<file path="src/rtl/ef_adc_sar_ctrl.sv">
// SAR controller for the 10-bit 8-channel ADC macro (sample, hold, MSB-first search); SAR_CTRL_SCAN_EN adds channel auto-scan.
// Latency: eoc N + RES*BIT_CYC edges after the accepting soc edge, N = max(sample_cycles,1).
// Backpressure: none; soc is ignored while busy and en=0 aborts an active conversion.
module ef_adc_sar_ctrl #(
    parameter int RES     = 10,
    parameter int BIT_CYC = 1
) (
    input  logic           clk,
    input  logic           rst_n,
    input  logic           en,
    input  logic           soc,
    input  logic [2:0]     chan,
    input  logic [7:0]     sample_cycles,
    input  logic           cmp,
`ifdef SAR_CTRL_SCAN_EN
    input  logic           scan,
`endif
    output logic           adc_en,
    output logic           adc_rst,
    output logic           adc_hold,
    output logic [2:0]     adc_b,
    output logic [RES-1:0] adc_data,
    output logic [RES-1:0] result,
    output logic [2:0]     result_ch,
    output logic           eoc,
    output logic           busy
);
    localparam int BW = (RES > 1) ? $clog2(RES) : 1;
    localparam int CW = (BIT_CYC > 1) ? $clog2(BIT_CYC) : 1;
    localparam logic [BW-1:0] MSB_IDX  = BW'(RES - 1);
    localparam logic [CW-1:0] CYC_LAST = CW'(BIT_CYC - 1);

    typedef enum logic [1:0] {S_IDLE, S_SAMPLE, S_CONV} state_t;

    state_t         state_q, state_d;
    logic [7:0]     n_q, n_d;
    logic [7:0]     cnt_q, cnt_d;
    logic [BW-1:0]  bit_q, bit_d;
    logic [CW-1:0]  cyc_q, cyc_d;
    logic           hold_q, hold_d;
    logic           arst_q, arst_d;
    logic           busy_q, busy_d;
    logic           eoc_q, eoc_d;
    logic [2:0]     b_q, b_d;
    logic [2:0]     ch_q, ch_d;
    logic [RES-1:0] data_q, data_d;
    logic [RES-1:0] res_q, res_d;
    logic           scan_go;

`ifdef SAR_CTRL_SCAN_EN
    assign scan_go = scan;
`else
    assign scan_go = 1'b0;
`endif

    always_comb begin
        state_d = state_q;
        n_d     = n_q;
        cnt_d   = cnt_q;
        bit_d   = bit_q;
        cyc_d   = cyc_q;
        hold_d  = hold_q;
        arst_d  = arst_q;
        busy_d  = busy_q;
        eoc_d   = 1'b0;
        b_d     = b_q;
        ch_d    = ch_q;
        data_d  = data_q;
        res_d   = res_q;
        case (state_q)
            S_IDLE: begin
                if (en && soc) begin
                    state_d = S_SAMPLE;
                    busy_d  = 1'b1;
                    arst_d  = 1'b0;
                    b_d     = chan;
                    hold_d  = 1'b0;
                    data_d  = '0;
                    n_d     = (sample_cycles == 8'd0) ? 8'd1 : sample_cycles;
                    cnt_d   = n_d - 8'd1;
                end
            end
            S_SAMPLE: begin
                if (!en) begin
                    state_d = S_IDLE;
                    hold_d  = 1'b0;
                    busy_d  = 1'b0;
                    arst_d  = 1'b1;
                end else if (cnt_q == 8'd0) begin
                    state_d          = S_CONV;
                    hold_d           = 1'b1;
                    data_d           = '0;
                    data_d[RES-1]    = 1'b1;
                    bit_d            = MSB_IDX;
                    cyc_d            = '0;
                end else begin
                    cnt_d = cnt_q - 8'd1;
                end
            end
            S_CONV: begin
                if (!en) begin
                    state_d = S_IDLE;
                    hold_d  = 1'b0;
                    busy_d  = 1'b0;
                    arst_d  = 1'b1;
                end else if (cyc_q != CYC_LAST) begin
                    cyc_d = cyc_q + CW'(1);
                end else begin
                    cyc_d         = '0;
                    data_d[bit_q] = cmp;
                    if (bit_q != '0) begin
                        data_d[bit_q - BW'(1)] = 1'b1;
                        bit_d                  = bit_q - BW'(1);
                    end else begin
                        // Bit 0 decided: publish, then either rescan the next channel or go idle.
                        res_d  = data_d;
                        ch_d   = b_q;
                        eoc_d  = 1'b1;
                        hold_d = 1'b0;
                        if (scan_go) begin
                            state_d = S_SAMPLE;
                            b_d     = b_q + 3'd1;
                            cnt_d   = n_q - 8'd1;
                            data_d  = '0;
                        end else begin
                            state_d = S_IDLE;
                            busy_d  = 1'b0;
                            arst_d  = 1'b1;
                        end
                    end
                end
            end
            default: begin
                state_d = S_IDLE;
                busy_d  = 1'b0;
                arst_d  = 1'b1;
                hold_d  = 1'b0;
            end
        endcase
    end

    always_ff @(posedge clk or negedge rst_n) begin
        if (!rst_n) begin
            state_q <= S_IDLE;
            n_q     <= 8'd1;
            cnt_q   <= '0;
            bit_q   <= '0;
            cyc_q   <= '0;
            hold_q  <= 1'b0;
            arst_q  <= 1'b1;
            busy_q  <= 1'b0;
            eoc_q   <= 1'b0;
            b_q     <= '0;
            ch_q    <= '0;
            data_q  <= '0;
            res_q   <= '0;
        end else begin
            state_q <= state_d;
            n_q     <= n_d;
            cnt_q   <= cnt_d;
            bit_q   <= bit_d;
            cyc_q   <= cyc_d;
            hold_q  <= hold_d;
            arst_q  <= arst_d;
            busy_q  <= busy_d;
            eoc_q   <= eoc_d;
            b_q     <= b_d;
            ch_q    <= ch_d;
            data_q  <= data_d;
            res_q   <= res_d;
        end
    end

    assign adc_en    = en;
    assign adc_rst   = arst_q;
    assign adc_hold  = hold_q;
    assign adc_b     = b_q;
    assign adc_data  = data_q;
    assign result    = res_q;
    assign result_ch = ch_q;
    assign eoc       = eoc_q;
    assign busy      = busy_q;
endmodule

</file>
<file path="config.mk">
export PLATFORM = sky130hd
export DESIGN_NAME = ef_adc_sar_ctrl
export DESIGN_NICKNAME = d
export VERILOG_FILES = /design/src/rtl/ef_adc_sar_ctrl.sv
export SDC_FILE = /design/constraint.sdc
export NUM_CORES = 1
export LEC_CHECK = 0
export ABC_CLOCK_PERIOD_IN_PS = 2800
export CORE_UTILIZATION = 25
export CTS_CLUSTER_SIZE = 16
export DETAILED_ROUTE_END_ITERATION = 7
export PLACE_DENSITY = 0.56
export SLEW_MARGIN = 20
export SYNTH_ARGS = -nofsm -noshare
export SYNTH_HDL_FRONTEND = slang
export SYNTH_SLANG_ARGS = --single-unit
</file>
<file path="constraint.sdc">
create_clock -name clk -period 2.8 [get_ports clk]
set_input_delay 0.56 -clock clk [delete_from_list [all_inputs] [get_ports clk]]
set_output_delay 0.56 -clock clk [all_outputs]
set_load 0.01 [all_outputs]
</file>
==> flow_summary.yaml, run 1 <==
outcome:
  status: "finished clean"
cells_and_area:
  n_fill_cell: 1046
  drive_gt1_share_pct: 9.35
  utilization_pct: 33.1
  diodes: 0
  multi_input_area_sq_um: 1390
  regArea_sq_um: 1080
  layout_common_cells: "clkdlybuf4s50_1 (45), dfrtp_1 (42), nand2_1 (39)"
  syn_to_final_growth_pct: 27.3
  layout.nets: 349
  final_common_cell: "clkdlybuf4s50_1"
detailed_routing:
  routed_via_density: 4.90
  drt_pass1_iterations: 4
  route.detailed.drc: 0
  drt-total-wl_mm: 6.34
  dr_total_vias: 2224
  ant_nets: 0
  drt_iter0_markers: 114
  wl_per_cell_um: 14.0
timing:
  final_max_slew_viol_count: 0
  finalHoldViolations: 0
  slew_headroom_pct: 62.4
  finalSetupTns_ps: 0
  rsz0062_at_grt: "no"
  worst_slack_ps: 369
  whs_ps: 246
  finalCriticalPeriod_ps: 2430
  finalSetupViolations: 0
  worst_pin_slew_ps: 565
  fmax_ghz: 0.411
  finalCritPeriodShare_pct: 86.8
  finalClockSkew_ps: 9.93
logic_synthesis:
  synthXorXnorAreaFrac_pct: 0.684
  synth_adder_area_share_pct: 6.35
  syn-cell-area_sq_um: 2560
  synth.area.mux_share_pct: 8.25
  synth_seq_area_share_pct: 42.0
  synthSimpleGateAreaFrac_pct: 19.8
  ys_ff_latch: 43
  synth_compound_area_share_pct: 19.1
  ys.warnings.count: 0
  syn_nets: 302
  synth_top_family_by_area: "simple AND/OR/NAND/NOR gates"
  avgSynthCellArea_sq_um: 9.39
  synth_cell_types: 51
  synth_edf_count: 0
  synth_ff_type: "dfrtp_1"
  synth-async-reset-ratio_pct: 100
  synthCells: 273
die:
  die_area_sq_um: 10700
  io_pins: 47
  core_area_sq_um: 9860
  die_h_um: 103
  rows: 36
  initial_utilization_pct: 26.0
  die_w_um: 103
power:
  p_per_area_nw_per_um2: 859
  power_report.internal_total_mw: 1.59
  power_mw: 2.80
  p_sw_mw: 1.21
  p_comb_share_pct: 51.5
  p_leak_nw: 1.39
  vdd_ir_drop_max_v: 0.000473
  switching_share_pct: 43.3
  clkPwrFrac_pct: 14.3
  power_frac_seq_pct: 34.2
clock_network:
  cts_made_buffers: 5
  hold_buffers: 0
  cts_tree: "yes"
  htree_levels: 2
  post_cts_resized: 0
  cts.clk_slew.worst_paths_ps: 90
  cts_root_buffer: "clkbuf_8"
  post-cts-setup-buffer-count: 0
  clk_latency_ps: 300
  clock_sinks: 43
  cts_buffer_depth: 2
placement:
  dp_slack_ps: 354
  hpwlAfterDp_mm: 4.76
  place_congestion: 0.801
  port_buffers: 46
global_route:
  track_usage_pct: 12.9
  grt_pass1_wl_mm: 10.5
  antenna_found_initial: 0
  first_global_vias: 2073
  grt_max_degree: 44
  gr-total-overflow: 0
worst_setup_path:
  slowest_delay_ps: 460
  required_ps: 2990
  crit_fanout: 16
  crit_path_top_delay_cell: "dfrtp_1"
  critPathCaptureType: "register"
  arrival_ps: 2630
  worstSetupStartpointType: "register"
  crit_type: "register to register"
  crit_path_cell_trace: "inv_1 -> ha_1 -> buf_4 -> nor2_1 -> a31oi_2 -> ha_1 -> nand2_1 -> o31a_1 -> nor3_1 -> nor3_1"
hold_path:
  hold_path.class: "primary input to async pin"
job:
  cap_violations: 0
-- worst paths after layout --
path | startpoint | endpoint | slack [ps] | cells past startpoint
max | state_q[1]$_DFFE_PN0P_ | cnt_q[6]$_DFFE_PN0P_ | 370 | 10
min | rst_n | result[5]$_DFFE_PN0P_ | 250 | 1
max reg2reg | state_q[1]$_DFFE_PN0P_ | cnt_q[6]$_DFFE_PN0P_ | 370 | 10
min reg2reg | result[6]$_DFFE_PN0P_ | result[6]$_DFFE_PN0P_ | 490 | 2
max in group asynchronous | rst_n | adc_rst$_DFFE_PN1P_ | 2170 | 1
min in group clk | result[6]$_DFFE_PN0P_ | result[6]$_DFFE_PN0P_ | 490 | 2
-- metal layers --
metal / track usage [%] / wire, um / vias to the layer above
met4: 3.68 / 106 / 0
met3: 3.16 / 264 / 9
li1: - / - / 1083
met5: 0 / 0 / -
met1: 18.1 / 3240 / 1073
met2: 19.7 / 2730 / 59
-- sequential cells by signal, indices dropped and copies added (netlist names) --
register and cells:
result_ch 3, state_q 2, busy 1, adc_data 10, adc_b 3, bit_q 4, result 10, eoc 1
cnt_q 8, adc_rst 1
-- worst max-delay path: cells and delay by family (launching register included) --
kind	cells	cell delay [ps]
adders and majority gates	2	490
and+or+nand+nor	4	480
AOI/OAI and AO/OA	2	490
buffers and inverters	2	390
DFF	1	460
-- cell usage after synthesis (5+ instances only) --
master,n,share of area (%)
dfrtp_1,42,41
nand2_1,39,5.7
o21ai_0,29,5.7
nor2_1,14,2.1
ha_1,13,6.3
inv_1,11,1.6
mux2i_1,11,4.3
mux2_2,9,4.0
a22o_1,8,2.7
a21oi_1,7,1.4
clkbuf_1,7,1.0
nand3_1,7,1.4
nor3_1,6,1.2
nor4_1,6,1.5
nand2b_1,5,1.2
-- per-stage QoR --
step | cells | cell area (sq um)
4_1_cts | 454 | 3260
6_report | 454 | 3260
3_5_place_dp | 446 | 3180
5_1_grt | 454 | 3260
2_1_floorplan | 273 | 2560
3_3_place_gp | 446 | 3180
-- cell families after synthesis --
group	after synthesis
multiplexers	20
AO/OA/AOI/OAI	73
buffers and inverters	23
adder cells (fa/ha/maj)	13
XOR/XNOR	2
AND/OR/NAND/NOR	99
flip-flops	43
-- final cells by class --
type | count | area share, %
Timing Repair Buffer | 52 | 15.4
Clock buffer | 6 | 2.22
Sequential cell | 43 | 33.0
Clock inverter | 2 | 0.383
Tap cell | 133 | 5.10
Multi-Input combinational cell | 207 | 42.6
Inverter | 11 | 1.27
-- power groups by stage --
stage / clock network, mW / logic [mW] / registers [mW]
3_5_place_dp: 0 / 1.44 / 0.968
3_3_place_gp: 0 / 1.43 / 0.967
4_1_cts: 0.414 / 1.45 / 0.958
5_1_grt: 0.449 / 1.61 / 0.985
2_1_floorplan: 0 / 0.984 / 0.947
6_report: 0.401 / 1.45 / 0.958
Note: power is estimated with default switching activity, not from simulation.
==> run 2: changes to the inputs <==
--- a/config.mk
+++ b/config.mk
@@ -5,12 +5,12 @@
 export SDC_FILE = /design/constraint.sdc
 export NUM_CORES = 1
 export LEC_CHECK = 0
+export ABC_AREA = 1
 export ABC_CLOCK_PERIOD_IN_PS = 2800
 export CORE_UTILIZATION = 25
 export CTS_CLUSTER_SIZE = 16
 export DETAILED_ROUTE_END_ITERATION = 7
 export PLACE_DENSITY = 0.56
-export SLEW_MARGIN = 20
 export SYNTH_ARGS = -nofsm -noshare
 export SYNTH_HDL_FRONTEND = slang
 export SYNTH_SLANG_ARGS = --single-unit
==> flow_summary.yaml, run 2 <==
outcome:
  status: "finished clean"
worst_setup_path:
  crit_type: "primary input to output port"
  required_ps: 2240
  cp_top_family: "buffers and inverters"
  r2r_slack_ps: 600
  worstSetupStartpointType: "primary input"
  crit_path_cell_trace: "clkdlybuf4s50_1 -> clkdlybuf4s50_1"
  ff2ff_path_depth: 11
  critPathBufInv: 2
  path_common_cell: "clkdlybuf4s50_1"
  slowest_delay_ps: 650
  crit_path_top_delay_cell: "clkdlybuf4s50_1"
  critPathCaptureType: "output port"
  arrival_ps: 1810
  r2r-end: "cnt_q[6]$_DFFE_PN0P_"
  crit_fanout: 8
  r2r_start: "state_q[1]$_DFFE_PN0P_"
clock_network:
  hold_buffers: 0
  cts_root_buffer: "clkbuf_8"
  cts_tree: "yes"
  htree_levels: 2
  post-cts-setup-buffer-count: 0
  post_cts_resized: 0
  clock_sinks: 43
  cts_buffer_depth: 2
  clk_latency_ps: 290
  cts_made_buffers: 5
  cts.clk_slew.worst_paths_ps: 80
timing:
  finalSetupTns_ps: 0
  worst_pin_slew_ps: 958
  final_max_slew_viol_count: 0
  fmax_ghz: 0.422
  finalHoldViolations: 0
  finalCritPeriodShare_pct: 84.6
  finalClockSkew_ps: 11.3
  rsz0062_at_grt: "no"
  finalCriticalPeriod_ps: 2370
  slew_headroom_pct: 36.2
  finalSetupViolations: 0
die:
  core_area_sq_um: 10300
  die_h_um: 105
  die_w_um: 105
  io_pins: 47
  rows: 37
  die_area_sq_um: 11000
  initial_utilization_pct: 25.7
logic_synthesis:
  synth_area_leaders: "dfrtp_1 (40%), nand2_1 (16%), ha_1 (6.1%), inv_1 (4.7%), nor2_1 (3.8%)"
  synth_common_cells: "nand2_1 (116), dfrtp_1 (42), inv_1 (33)"
  ys_ff_latch: 43
  avgSynthCellArea_sq_um: 7.73
  synth_seq_area_share_pct: 40.6
  syn-cell-area_sq_um: 2650
  yosys.area.top_type: "dfrtp_1"
  synth_cell_types: 33
  syn_nets: 372
  synth_top_area_share_pct: 39.6
  synth.most_common_cell: "nand2_1"
  synth_top_family_by_area: "simple AND/OR/NAND/NOR gates"
  synth.area.mux_share_pct: 0.425
  synthCells: 343
  synth-async-reset-ratio_pct: 100
  synth_adder_area_share_pct: 6.13
  synthXorXnorAreaFrac_pct: 0.660
  synth_ff_type: "dfrtp_1"
  synth_edf_count: 0
  ys.warnings.count: 0
  synth_compound_area_share_pct: 12.2
  synthSimpleGateAreaFrac_pct: 31.3
global_route:
  grt_max_degree: 44
  antenna_found_initial: 0
  grt_pass1_wl_mm: 10.2
  gr-total-overflow: 0
  first_global_vias: 2278
  track_usage_pct: 11.3
placement:
  hpwlAfterDp_mm: 4.38
  place_congestion: 0.795
  placedInstanceArea_sq_um: 3220
  port_buffers: 46
detailed_routing:
  ant_nets: 0
  drt_pass1_iterations: 4
  drt-total-wl_mm: 5.62
  dr_total_vias: 2236
  routed_via_density: 4.24
  route.detailed.drc: 0
  drt_iter0_markers: 119
  wl_per_cell_um: 10.7
cells_and_area:
  syn_to_final_growth_pct: 25.3
  final_common_cell: "nand2_1"
  layout.nets: 419
  design_area_sq_um: 3320
  layout_common_cells: "nand2_1 (116), clkdlybuf4s50_1 (45), dfrtp_1 (42)"
  diodes: 0
  drive_gt1_share_pct: 11.8
job:
  cap_violations: 0
power:
  p_leak_nw: 1.58
  p_comb_share_pct: 56.0
  p_per_area_nw_per_um2: 1020
  p_sw_mw: 1.52
  clkPwrFrac_pct: 14.0
  power_frac_seq_pct: 29.9
  power_report.internal_total_mw: 1.87
  switching_share_pct: 44.9
  vdd_ir_drop_max_v: 0.000327
hold_path:
  hold_path.class: "primary input to async pin"
==> run 2: cell types whose count changed in the layout (fill, tap and decap cells not counted), sizes merged, moves of 11 or more <==
cell	delta
inv	+27
mux2i	-11
nand2	+82
nand3	+14
nor2	+21
==> run 2: cell type report <==
class	instances	area, sq um
Fill cell	1086	7000
Sequential cell	43	1080
Inverter	39	146
Timing Repair Buffer	49	478
Tap cell	136	170
Clock buffer	7	76.3
Clock inverter	1	30.0
Multi-Input combinational cell	252	1350
==> run 2: cell families after synthesis <==
logic type	after synthesis
and+or+nand+nor	183
AOI/OAI and AO/OA	53
buffers and inverters	48
DFF	43
adders and majority gates	13
xor gates and xnor gates	2
muxes	1
==> run 2: worst max-delay path by stage <==
stage	from	end	slack, ps	cells after the start
6_report	en	adc_en	430	2
5_1_grt	state_q[1]$_DFFE_PN0P_	cnt_q[6]$_DFFE_PN0P_	330	11
4_1_cts	en	adc_en	420	2
3_5_place_dp	en	adc_en	420	2
3_3_place_gp	en	adc_en	440	2
2_1_floorplan	state_q[1]$_DFFE_PN0P_	cnt_q[6]$_DFFE_PN0P_	760	14
==> run 2: routing by layer <==
metal | global-route usage (%) | wire length, um | vias up
li1 | - | - | 1178
met2 | 19.4 | 2660 | 49
met4 | 3.12 | 48 | 0
met3 | 2.12 | 196 | 2
met1 | 14.4 | 2710 | 1007
met5 | 0 | 0 | -
==> run 2: power by group through the flow <==
stage	sequential, mW	combinational, mW	clock [mW]
3_5_place_dp	1.03	1.91	0
2_1_floorplan	1.04	1.34	0
3_3_place_gp	1.02	1.90	0
6_report	1.02	1.90	0.476
4_1_cts	1.02	1.92	0.500
5_1_grt	1.05	2.14	0.528
==> run 2: through the flow <==
step / std cells / total power, mW / utilization, % / worst slack [ps] / hold WS (ps)
final: 527 / 3.39 / 32.2 / 432 / 423
after global placement: 519 / 2.92 / 31.2 / 443 / 464
after global routing: 527 / 3.72 / 32.2 / 334 / 491
after detailed placement: 519 / 2.94 / 31.2 / 422 / 468
after CTS: 527 / 3.44 / 32.2 / 419 / 455
after floorplan: 343 / 2.39 / - / 762 / 264
==> run 3: changes to the inputs <==
--- a/config.mk
+++ b/config.mk
@@ -6,7 +6,7 @@
 export NUM_CORES = 1
 export LEC_CHECK = 0
 export ABC_AREA = 1
-export ABC_CLOCK_PERIOD_IN_PS = 2800
+export ABC_CLOCK_PERIOD_IN_PS = 2300
 export CORE_UTILIZATION = 25
 export CTS_CLUSTER_SIZE = 16
 export DETAILED_ROUTE_END_ITERATION = 7
==> constraint.sdc (replaced) <==
create_clock -name clk -period 2.3 [get_ports clk]
set_input_delay 0.46 -clock clk [delete_from_list [all_inputs] [get_ports clk]]
set_output_delay 0.46 -clock clk [all_outputs]
set_load 0.01 [all_outputs]
==> flow_summary.yaml, run 3 (same netlist as run 2, synthesis figures left out) <==
global_route:
  first_global_vias: 2320
  antenna_found_initial: 0
  grt_pass1_wl_mm: 10.5
  gr-usage-met2_pct: 20.2
  met1_usage_pct: 14.9
  track_usage_pct: 11.7
  gr-total-overflow: 0
  top_usage_layer: "met2"
  grt_max_degree: 44
  use_met3_pct: 1.81
power:
  p_per_area_nw_per_um2: 1220
  vdd_ir_drop_max_v: 0.000448
  p_leak_nw: 1.60
worst_setup_path:
  crit_fanout: 4
  ff2ff_path_depth: 11
  r2r-end: "cnt_q[6]$_DFFE_PN0P_"
  worstSetupStartpointType: "primary input"
  path_common_cell: "clkdlybuf4s50_1"
  critPathBufInv: 2
  critPathCaptureType: "output port"
  slowest_delay_ps: 560
  crit_path_cell_trace: "clkdlybuf4s50_1 -> clkdlybuf4s50_1"
  cp_top_family: "buffers and inverters"
  required_ps: 1840
  arrival_ps: 1550
  crit_path_top_delay_cell: "clkdlybuf4s50_1"
  crit_type: "primary input to output port"
  r2r_slack_ps: 390
  r2r_start: "state_q[1]$_DFFE_PN0P_"
timing:
  slew_headroom_pct: 63.2
  fmax_ghz: 0.498
  worst_pin_slew_ps: 552
  rsz0062_at_grt: "no"
  finalSetupTns_ps: 0
  finalSetupViolations: 0
  whs_ps: 234
  finalCritPeriodShare_pct: 87.3
  final_max_slew_viol_count: 0
  finalClockSkew_ps: 10.8
  worst_slack_ps: 293
  finalHoldViolations: 0
  finalCriticalPeriod_ps: 2010
clock_network:
  cts_buffer_depth: 2
  post_cts_resized: 0
  cts_root_buffer: "clkbuf_8"
  post-cts-setup-buffer-count: 0
  clock_sinks: 43
  cts_tree: "yes"
  clk_latency_ps: 300
  cts.clk_slew.worst_paths_ps: 80
  cts_made_buffers: 5
  htree_levels: 2
  hold_buffers: 0
die:
  initial_utilization_pct: 25.7
  core_area_sq_um: 10300
  io_pins: 47
  die_w_um: 105
  die_h_um: 105
  rows: 37
  die_area_sq_um: 11000
hold_path:
  hold_path.class: "primary input to async pin"
job:
  cap_violations: 0
outcome:
  status: "finished clean"
placement:
  port_buffers: 46
  dpl.cell_count: 525
  place_congestion: 0.799
  hpwlAfterDp_mm: 4.56
  dp_slack_ps: 221
detailed_routing:
  routed_via_density: 4.28
  drt_iter0_markers: 74
  wl_per_cell_um: 11.0
  ant_nets: 0
  drt_pass1_iterations: 4
  dr_total_vias: 2279
  drt-total-wl_mm: 5.85
  route.detailed.drc: 0
cells_and_area:
  layout_common_cells: "nand2_1 (116), clkdlybuf4s50_1 (45), dfrtp_1 (42)"
  multi_input_area_sq_um: 1350
  diodes: 0
  regArea_sq_um: 1080
  final_common_cell: "nand2_1"
  utilization_pct: 32.4
  layout.nets: 425
  n_fill_cell: 1108
  drive_gt1_share_pct: 13.4
  instances_no_fill: 533
  syn_to_final_growth_pct: 26.2
[run 3: cell types whose count changed in the layout (fill, tap and decap cells not counted), sizes merged]
| cell | change |
|---|---|
| clkinvlp | +1 |
| bufinv | -1 |
| clkinv | +1 |
| clkbuf | -1 |
| buf | +6 |
[run 3: how the worst max path moves through the flow]
stage,start,to,slack (ps),cells after the start
after floorplan,state_q[1]$_DFFE_PN0P_,cnt_q[6]$_DFFE_PN0P_,260,14
after global placement,sample_cycles[2],cnt_q[6]$_DFFE_PN0P_,230,12
after detailed placement,sample_cycles[2],cnt_q[6]$_DFFE_PN0P_,220,12
after CTS,en,adc_en,280,2
after global routing,state_q[1]$_DFFE_PN0P_,cnt_q[7]$_DFFE_PN0P_,140,11
final,en,adc_en,290,2
[run 3: through the flow]
stage / instance area (sq um) / power [mW]
5_1_grt: 3350 / 4.51
2_1_floorplan: 2650 / 2.90
6_report: 3350 / 4.10
4_1_cts: 3350 / 4.15
3_3_place_gp: 3260 / 3.61
3_5_place_dp: 3260 / 3.64
[run 3: power by group]
part / switching [mW] / total (mW) / leakage [nW] / internal [mW]
clock: 0.269 / 0.482 / 0.0412 / 0.213
sequential: 0.204 / 1.23 / 0.556 / 1.02
combinational: 1.42 / 2.39 / 0.999 / 0.970
[run 3: area by class of cell]
| cell class | instances | share of cell area, % |
|---|---|---|
| clock buffer | 6 | 2.17 |
| clock inverter | 2 | 0.374 |
| inverter | 39 | 4.37 |
| multi-input combinational | 252 | 40.2 |
| sequential | 43 | 32.2 |
| tap | 136 | 5.08 |
| timing repair buffer | 55 | 15.6 |
[run 3: layer usage]
layer	vias up	routed length, um
met5	-	0
met4	0	82
met3	7	213
met2	48	2770
met1	1030	2790
li1	1194	-
